<file path="src/rtl/dmem_arbiter.sv">
// Two-port arbiter sharing the single-port data RAM between the core (port 0) and debug/loader
// (port 1). Define DMEM_ARB_FIXED_PRIO_EN to make port 1 always win on conflict.
module dmem_arbiter #(
  parameter int unsigned AW = 16,
  parameter int unsigned DW = 32
) (
  input  logic          clk,
  input  logic          rst_n,
  // Port 0: core load/store
  input  logic          req0,
  input  logic          we0,
  input  logic [AW-1:0] addr0,
  input  logic [3:0]    be0,
  input  logic [DW-1:0] wdata0,
  output logic          gnt0,
  output logic          rvalid0,
  output logic [DW-1:0] rdata0,
  // Port 1: debug/loader
  input  logic          req1,
  input  logic          we1,
  input  logic [AW-1:0] addr1,
  input  logic [3:0]    be1,
  input  logic [DW-1:0] wdata1,
  output logic          gnt1,
  output logic          rvalid1,
  output logic [DW-1:0] rdata1,
  // RAM command
  output logic          ram_en,
  output logic          ram_we,
  output logic [AW-3:0] ram_addr,
  output logic [3:0]    ram_be,
  output logic [DW-1:0] ram_wdata,
  input  logic [DW-1:0] ram_rdata,
  output logic          err
);

  function automatic logic is_misaligned(input logic [1:0] lsb, input logic [3:0] be);
    logic mis;
    mis = 1'b0;
    if (be == 4'b1111) begin
      mis = (lsb != 2'b00);
    end else if (be == 4'b0011 || be == 4'b1100) begin
      mis = lsb[0];
    end
    return mis;
  endfunction

  logic          any_gnt;
  logic          sel_we;
  logic [AW-1:0] sel_addr;
  logic [3:0]    sel_be;
  logic [DW-1:0] sel_wdata;
  logic          sel_mis;
  logic          sel_bad;

  logic          pend_q, pend_d;
  logic          owner_q, owner_d;
  logic          zero_q, zero_d;
  logic          err_q, err_d;
  logic [DW-1:0] rdata0_q, rdata0_d;
  logic [DW-1:0] rdata1_q, rdata1_d;
  logic [DW-1:0] ret_data;

`ifdef DMEM_ARB_FIXED_PRIO_EN
  // Loader traffic always wins; the core simply stalls while req1 is high.
  always_comb begin
    gnt0 = 1'b0;
    gnt1 = 1'b0;
    if (rst_n) begin
      gnt1 = req1;
      gnt0 = req0 & ~req1;
    end
  end
`else
  logic prio_q, prio_d;

  always_comb begin
    gnt0 = 1'b0;
    gnt1 = 1'b0;
    if (rst_n) begin
      if (req0 && req1) begin
        gnt0 = ~prio_q;
        gnt1 = prio_q;
      end else begin
        gnt0 = req0;
        gnt1 = req1;
      end
    end
  end

  // Round-robin: the port just served drops to lower priority.
  always_comb begin
    prio_d = prio_q;
    if (gnt0) begin
      prio_d = 1'b1;
    end else if (gnt1) begin
      prio_d = 1'b0;
    end
  end

  always_ff @(posedge clk or negedge rst_n) begin
    if (!rst_n) begin
      prio_q <= 1'b0;
    end else begin
      prio_q <= prio_d;
    end
  end
`endif

  assign any_gnt = gnt0 | gnt1;

  always_comb begin
    sel_we    = 1'b0;
    sel_addr  = '0;
    sel_be    = '0;
    sel_wdata = '0;
    if (gnt1) begin
      sel_we    = we1;
      sel_addr  = addr1;
      sel_be    = be1;
      sel_wdata = wdata1;
    end else if (gnt0) begin
      sel_we    = we0;
      sel_addr  = addr0;
      sel_be    = be0;
      sel_wdata = wdata0;
    end
  end

  assign sel_mis = is_misaligned(sel_addr[1:0], sel_be);
  // Misaligned and empty-lane accesses complete the handshake but never touch the RAM.
  assign sel_bad = sel_mis | (sel_be == 4'b0000);

  assign ram_en    = any_gnt & ~sel_bad;
  assign ram_we    = sel_we;
  assign ram_addr  = sel_addr[AW-1:2];
  assign ram_be    = sel_be;
  assign ram_wdata = sel_wdata;

  always_comb begin
    pend_d  = any_gnt & ~sel_we;
    owner_d = owner_q;
    if (any_gnt && !sel_we) begin
      owner_d = gnt1;
    end
    zero_d = sel_bad;
    err_d  = any_gnt & sel_mis;
  end

  assign ret_data = zero_q ? '0 : ram_rdata;

  always_comb begin
    rdata0_d = rdata0_q;
    rdata1_d = rdata1_q;
    if (pend_q && !owner_q) begin
      rdata0_d = ret_data;
    end
    if (pend_q && owner_q) begin
      rdata1_d = ret_data;
    end
  end

  always_ff @(posedge clk or negedge rst_n) begin
    if (!rst_n) begin
      pend_q   <= 1'b0;
      owner_q  <= 1'b0;
      zero_q   <= 1'b0;
      err_q    <= 1'b0;
      rdata0_q <= '0;
      rdata1_q <= '0;
    end else begin
      pend_q   <= pend_d;
      owner_q  <= owner_d;
      zero_q   <= zero_d;
      err_q    <= err_d;
      rdata0_q <= rdata0_d;
      rdata1_q <= rdata1_d;
    end
  end

  // RAM data is forwarded in the return cycle and held afterwards.
  assign rvalid0 = pend_q & ~owner_q;
  assign rvalid1 = pend_q & owner_q;
  assign rdata0  = rdata0_d;
  assign rdata1  = rdata1_d;
  assign err     = err_q;

endmodule

</file>
<file path="config.mk">
export PLATFORM = sky130hd
export DESIGN_NAME = dmem_arbiter
export DESIGN_NICKNAME = d
export VERILOG_FILES = /design/src/rtl/dmem_arbiter.sv
export SDC_FILE = /design/constraint.sdc
export NUM_CORES = 1
export LEC_CHECK = 0
export BUFFER_PORTS_ARGS = -buffer_cell sky130_fd_sc_hd__buf_4
export CORE_AREA = 2 2 101 103
export DETAILED_ROUTE_END_ITERATION = 8
export DIE_AREA = 0 0 103 105
export HOLD_SLACK_MARGIN = 0.15
export PLACE_DENSITY_LB_ADDON = 0.3
export SLEW_MARGIN = 20
export SYNTH_ARGS = -nofsm -noshare
export SYNTH_HDL_FRONTEND = slang
export SYNTH_SLANG_ARGS = --single-unit
</file>
<file path="constraint.sdc">
create_clock -name clk -period 3.6 [get_ports clk]
set_input_delay 1.08 -clock clk [delete_from_list [all_inputs] [get_ports clk]]
set_output_delay 1.08 -clock clk [all_outputs]
set_load 0.01 [all_outputs]
</file>
* Yosys cells after proc, flatten, opt, wreduce, memory -nomap -nowiden
Index checks and enable logic that the tools add are counted.
W data, S select, Z words.
** Storage, ports and cells
- Memories :: 0
- Latch bits :: 0
- ROM bits :: 0
- Flip-flop bits (word level) :: 69
- Bits in writable memories :: 0
** Operators by class
- Shifts and indexed selects :: 0
- Magnitude comparators :: 0
- Eq/ne operators :: 3
- $add $sub $neg :: 0
- Multiply operators :: 0
- Reductions and logical operators :: 10
- Bitwise gates (word level) :: 11
- Muxes and demuxes :: 19
- Div/mod/pow operators :: 0
** Operator list (number)
- $mux W32 :: 5
- $mux W16 :: 2
- $mux W1 :: 10
- $eq A4 B4 Y1 const B :: 2
- $mux W4 :: 2
- $and A1 B1 Y1 :: 5
- $eq A4 B2 Y1 const B :: 1
- $logic_and A1 B1 Y1 :: 4
- $logic_not A4 Y1 :: 1
- $not A1 Y1 :: 4
- $reduce_bool A2 Y1 :: 2
- $logic_not A1 Y1 :: 2
- $or A1 B1 Y1 :: 2
- $logic_or A1 B1 Y1 :: 1

* Longest topological paths before layout
Gate-level depths: netlist (run 1).
- Depth after elaboration :: 12
- Mapped depth :: 7
- Gate-level depth less buffers :: 6

* Worst setup path before layout (run 1)
Ideal clock, no wire load.
- Path type :: input-to-output
- From :: input req1
- To :: output ram_en
- Path buffers :: 1
- Required time :: 2520 ps
- Setup slack :: 406 ps
- Arrival time :: 2114 ps
- Cell stages on the path :: 6
- Cell sequence :: buf_6 > inv_1 > o32a_4 > nor3_1 > a21oi_1 > o31a_1
** On the way
- Cells in the longest elaborated chain, start to end :: 12
** RTL lines
- start, declared :: RTL line 19 : input logic req1,
- $logic_and A1 B1 Y1 :: RTL line 81 : if (req0 && req1) begin
- $mux W1 :: RTL line 81
- $mux W1 :: RTL line 80 : if (rst_n) begin
- $mux W4 :: RTL line 122 : end else if (gnt0) begin
- $mux W4 :: RTL line 117 : if (gnt1) begin
- $eq A4 B2 Y1 or $eq A4 B4 Y1 (tied branches) :: RTL line 42 : end else if (be == 4'b0011 || be == 4'b1100) begin
- $logic_or A1 B1 Y1 :: RTL line 42
- $mux W1 :: RTL line 42
- $mux W1 :: RTL line 40 : if (be == 4'b1111) begin
- $or A1 B1 Y1 :: RTL line 132 : assign sel_bad = sel_mis | (sel_be == 4'b0000);
- $not A1 Y1 :: RTL line 134 : assign ram_en = any_gnt & ~sel_bad;
- $and A1 B1 Y1 * :: RTL line 134
- end, declared :: RTL line 28 : output logic ram_en,
Every way passes the cells marked *; elsewhere a longest branch is shown, timed or not.

* Final worst setup path (run 1)
- From :: input rst_n
- To :: output ram_en
** On the way
- Cells in the longest elaborated chain, start to end :: 10
** RTL lines
- start, declared :: RTL line 8 : input logic rst_n,
- $mux W1 :: RTL line 80
- $mux W4 :: RTL line 122
- $mux W4 :: RTL line 117
- $eq A4 B2 Y1 or $eq A4 B4 Y1 (tied branches) :: RTL line 42
- $logic_or A1 B1 Y1 :: RTL line 42
- $mux W1 :: RTL line 42
- $mux W1 :: RTL line 40
- $or A1 B1 Y1 :: RTL line 132
- $not A1 Y1 :: RTL line 134
- $and A1 B1 Y1 * :: RTL line 134
Marked as above.

==> results.yml, run 1 <==
clocking:
  numCtsBuffers: 9
  cts_tree: "done"
  hold_buffers: 0
  clkTransAtPathRegs_ns: 0.07
  cts_setup_buffers: 0
  clock_sinks: 69
  clock_path_buffers: 2
  htree_num_levels: 3
  clk_latency_ns: 0.35
  root_buffer: "clkbuf_8"
  cts_resized: 0
sta:
  setup_violations: 0
  tns_ns: 0
  worst_pin_slew_ns: 0.878
  max-slew-margin-rel_pct: 41.5
  finalHoldViolCount: 0
  max_freq_mhz: 284
  rsz0062_at_grt: "false"
  report.final.slew_viol_count: 0
  finClkSkew_ns: 0.0142
  fin_crit_sh_pct: 97.8
  layout_min_cycle_time_ns: 3.52
global_route:
  grtUsageTotal_pct: 23.8
  overflow: 0
  antenna_found_initial: 0
  grt_start_max_net_pins: 50
  grt_pass1_wl_um: 19500
  grt_pass1_vias: 3656
worst_setup_path:
  r2r_setup_slack_ns: 1.95
  worstReg2RegStart: "owner_q"
  end_kind: "output pin"
  worstSetupPathType: "primary input to output pin"
  crit_path_start: "rst_n"
  cp.arrival_ns: 2.44
  cp-start-kind: "primary input"
  required_ns: 2.52
  endpoint: "ram_en"
  path_max_fanout: 22
  rr_endpoint: "rdata0_q[13]"
  reg2regPathDepth: 4
floorplan:
  ios: 263
  fp.dieArea_um2: 10800
  die_w_um: 103
  core_area_um2: 9640
  rows: 36
  die_h_um: 105
  start_util_pct: 35.2
power_and_ir_drop:
  ir_drop_mv: 0.236
  p_leak_nw: 2.94
  power.density_nw_per_um2: 549
outcome:
  outcome: "complete, no violations"
routing:
  drtIter0Drc: 120
  via_count: 3600
  vias_per_cell: 4.88
  antenna_left: 0
  routed_wl_um: 13000
  drcViolationCount: 0
  avgRoutedWirePerCell_um: 17.6
  drt_pass1_iterations: 4
yosys:
  syn_inst: 349
  ys_types: 34
  seq_area_frac_synth_pct: 50.8
  synth_area_um2: 3400
  yosysTopAreaCellShare_pct: 50.8
  synth.area.top_cells: "dfrtp_1 (51%), a22o_1 (12%), nand2_1 (7.7%), o21ai_0 (6.9%), nand2b_1 (6.1%)"
  avgSynthCellArea_um2: 9.73
  synthesis.nets: 491
  synth_top_area_cell: "dfrtp_1"
  ys_warn_count: 0
  synth_seq_cells: 69
layout:
  nets: 742
  area_growth_pct: 66.3
  fin_util_pct: 58.6
  n_antenna_cell: 0
  drive_gt1_share_pct: 50.0
worst_hold_path:
  min_path_type: "flop to flop"
placed_design:
  place_hpwl_um: 10400
  place_congestion: 0.964
  portBuffers: 262
job:
  max-cap-violations: 0
-- layout make-up --
type,instances,area (um^2)
Timing Repair Buffer,270,2050
Clock buffer,9,124
Clock inverter,6,65.1
Inverter,5,18.8
Fill cell,868,3990
Multi-Input combinational cell,245,1500
Sequential cell,69,1730
Tap cell,133,166
-- routing by layer --
layer	vias to the layer above	track usage (%)	part of all wire (%)
li1	1737	-	-
met1	1693	27.2	38
met2	154	42.9	53
met3	16	6.02	7.5
met4	0	6.77	1.7
met5	-	0	0
-- registers in the layout, indices dropped and copies added (netlist names) --
register,count
prio_q,1
owner_q,1
rdata1_q,32
zero_q,1
rdata0_q,32
err,1
pend_q,1
-- power by group --
part	internal [W]	total (W)	switching, W
clock	0.000316	0.000607	0.000291
sequential	0.00105	0.00115	0.0000942
combinational	0.000672	0.00135	0.000674
-- cells in the mapped netlist, drive strengths merged --
| library cell | number |
|---|---|
| a22o | 47 |
| a32oi | 4 |
| nor2b | 3 |
| o32a | 2 |
| a31oi | 1 |
| o41ai | 1 |
| a21bo | 1 |
| buf | 14 |
| a21oi | 2 |
| o21ai | 64 |
| nor3 | 2 |
| a211oi | 1 |
| nand2b | 34 |
| and3 | 1 |
| o31ai | 1 |
| a21boi | 1 |
| mux2 | 1 |
| and2 | 6 |
| o31a | 1 |
| clkbuf | 16 |
| inv | 5 |
| o211ai | 1 |
| nand2 | 70 |
| o32ai | 1 |
| dfrtp | 69 |
-- critical path, cell delays in order --
cell and delay [ns]:
buf_4 0.19, and2_1 0.17, a32oi_2 0.32, inv_2 0.08, nor3_2 0.20, o211ai_2 0.12, o31a_1 0.13, buf_4 0.14
-- worst min path at each step --
stage / slack, ns / depth (start not counted) / to / startpoint
after detailed placement: 0.49 / 2 / rdata1_q[19] / rdata1_q[19]
after global routing: 0.53 / 2 / rdata1_q[31] / rdata1_q[31]
after floorplan: 0.49 / 1 / owner_q / owner_q
after CTS: 0.50 / 2 / rdata1_q[19] / rdata1_q[19]
final: 0.50 / 2 / rdata1_q[19] / rdata1_q[19]
after global placement: 0.47 / 2 / rdata0_q[4] / rdata0_q[4]
-- cell usage in the layout, fill, tap and decap left out, types with 2 or more instances in the layout --
cell,n
clkinv_2,2
nor2b_2,3
o21ai_1,17
a32oi_2,2
clkinv_4,2
inv_2,2
a22o_1,47
buf_12,2
inv_1,3
buf_4,268
clkbuf_8,9
nand2_1,69
nand2b_1,32
and2_1,6
o21ai_0,47
a32oi_1,2
a21oi_1,2
dfrtp_1,69
-- per-stage QoR --
| step | std cells | setup slack [ns] | power [W] | hold WS (ns) | cell area, um^2 |
|---|---|---|---|---|---|
| floorplan | 349 | 0.406 | 0.00174 | 0.495 | 3400 |
| global placement | 722 | 0.107 | 0.00249 | 0.475 | 5460 |
| detailed placement | 722 | 0.0854 | 0.00253 | 0.486 | 5460 |
| CTS | 737 | 0.0774 | 0.00314 | 0.502 | 5650 |
| global route | 737 | 0.0187 | 0.00333 | 0.528 | 5650 |
| finish | 737 | 0.0785 | 0.00310 | 0.496 | 5650 |
-- kinds of logic after synthesis --
logic type	count (synthesis)	synth area share (%)
flops	69	50.8
buf+inv	35	5.30
compound gates	128	26.8
mux	1	0.331
simple gates	116	16.7
Note: power is estimated with default switching activity, not from simulation.
==> inputs of run 2 (changes only) <==
--- a/config.mk
+++ b/config.mk
@@ -11,6 +11,7 @@
 export DIE_AREA = 0 0 103 105
 export HOLD_SLACK_MARGIN = 0.15
 export PLACE_DENSITY_LB_ADDON = 0.3
+export RECOVER_POWER = 50
 export SLEW_MARGIN = 20
 export SYNTH_ARGS = -nofsm -noshare
 export SYNTH_HDL_FRONTEND = slang
==> results.yml, run 2 (synthesized netlist as in run 1, its figures left out) <==
layout:
  n_antenna_cell: 0
  area_growth_pct: 65.7
  final_cell_mix: "buf_4 (264), nand2_1 (70), dfrtp_1 (69), o21ai_0 (55), a22o_1 (47)"
  top_regs: "rdata0_q (32), rdata1_q (32)"
  nFillCells: 872
  layout_commonest_cell: "buf_4"
  nets: 742
  drive_gt1_share_pct: 49.2
clocking:
  cts_setup_buffers: 0
  numCtsBuffers: 9
  cts_tree: "done"
  clock_sinks: 69
  hold_buffers: 0
  clock_path_buffers: 2
  clk_latency_ns: 0.34
  clkTransAtPathRegs_ns: 0.07
  root_buffer: "clkbuf_8"
  htree_num_levels: 3
  cts_resized: 0
worst_setup_path:
  path_max_fanout: 22
  worstSetupPathType: "primary input to output pin"
  cpPeakStageDelay_ns: 0.32
  end_kind: "output pin"
  cp.arrival_ns: 2.44
  required_ns: 2.52
  crit_top_cell: "buf_4"
  crit_chain: "buf_4 > and2_1 > a32oi_2 > inv_2 > nor3_2 > o211ai_2 > o31a_1 > buf_4"
  cp_slowest_cell: "a32oi_2"
  cp-start-kind: "primary input"
power_and_ir_drop:
  p_leak_nw: 2.93
  power.density_nw_per_um2: 549
  power_w: 0.00309
  ir_drop_mv: 0.236
sta:
  worst_slack_ns: 0.0770
  rsz0062_at_grt: "false"
  finalHoldViolCount: 0
  tns_ns: 0
  max-slew-margin-rel_pct: -27.2
  layout_min_cycle_time_ns: 3.52
  hold_slack_ns: 0.495
  fin_crit_sh_pct: 97.9
  report.final.slew_viol_count: 37
  finClkSkew_ns: 0.0139
  setup_violations: 0
  worst_pin_slew_ns: 1.91
  max_freq_mhz: 284
global_route:
  overflow: 0
  antenna_found_initial: 0
  grt_start_max_net_pins: 50
  grt_pass1_wl_um: 19500
  grt_pass1_vias: 3656
  grtUsageTotal_pct: 23.8
routing:
  drcViolationCount: 0
  routed_wl_um: 13000
  antenna_left: 0
  via_count: 3607
  vias_per_cell: 4.89
  drt_pass1_iterations: 4
  avgRoutedWirePerCell_um: 17.6
  drtIter0Drc: 111
floorplan:
  start_util_pct: 35.2
  fp.dieArea_um2: 10800
  die_h_um: 105
  ios: 263
  die_w_um: 103
  rows: 36
  core_area_um2: 9640
placed_design:
  place_congestion: 0.964
  dp_slack_ns: 0.0854
  place_hpwl_um: 10400
  portBuffers: 262
outcome:
  violations: "capacitance limit, slew limit"
  outcome: "finished, violations left"
job:
  max-cap-violations: 1
worst_hold_path:
  min_path_type: "flop to flop"
[run 2: per-layer routing]
metal | up-vias | GRT usage, % | share of wire, %
li1 | 1736 | - | -
met1 | 1701 | 27.2 | 38
met2 | 154 | 42.9 | 53
met3 | 16 | 6.02 | 7.3
met4 | 0 | 6.77 | 1.7
met5 | - | 0 | 0
[run 2: worst paths after layout]
check,startpoint,end,slack [ns],depth (start not counted)
min in group asynchronous,rst_n,prio_q,0.60,1
min,rdata1_q[19],rdata1_q[19],0.50,2
min reg2reg,rdata1_q[19],rdata1_q[19],0.50,2
max in group asynchronous,rst_n,rdata1_q[29],0.96,2
max reg2reg,pend_q,rdata1_q[11],1.80,4
max,rst_n,ram_en,0.08,8
[run 2: cell type report]
class / count / area [um^2] / share of cell area (%)
multi-input combinational: 245 / 1490 / 26.5
tap: 133 / 166 / 2.96
inverter: 5 / 18.8 / 0.333
clock buffer: 9 / 124 / 2.20
sequential: 69 / 1730 / 30.7
timing repair buffer: 270 / 2040 / 36.2
clock inverter: 6 / 65.1 / 1.16
[run 2: critical path, delay by kind of cell]
kind            cells  cell delay, ns
compound gates      3            0.57
buf+inv             3            0.41
simple gates        2            0.38
[run 2: through the flow]
stage               cell area, um^2  std cells  util (%)
floorplan                      3400        349         -
global placement               5460        722      56.6
detailed placement             5460        722      56.6
CTS                            5650        737      58.6
global route                   5630        737      58.4
finish                         5630        737      58.4
[run 2: report_power, final]
part           internal, W  total (W)  leakage [nW]  switching (W)
clock             0.000316   0.000607        0.0950       0.000291
sequential         0.00105    0.00115         0.874      0.0000943
combinational     0.000666    0.00134          1.96       0.000672
total              0.00204    0.00309          2.93        0.00106
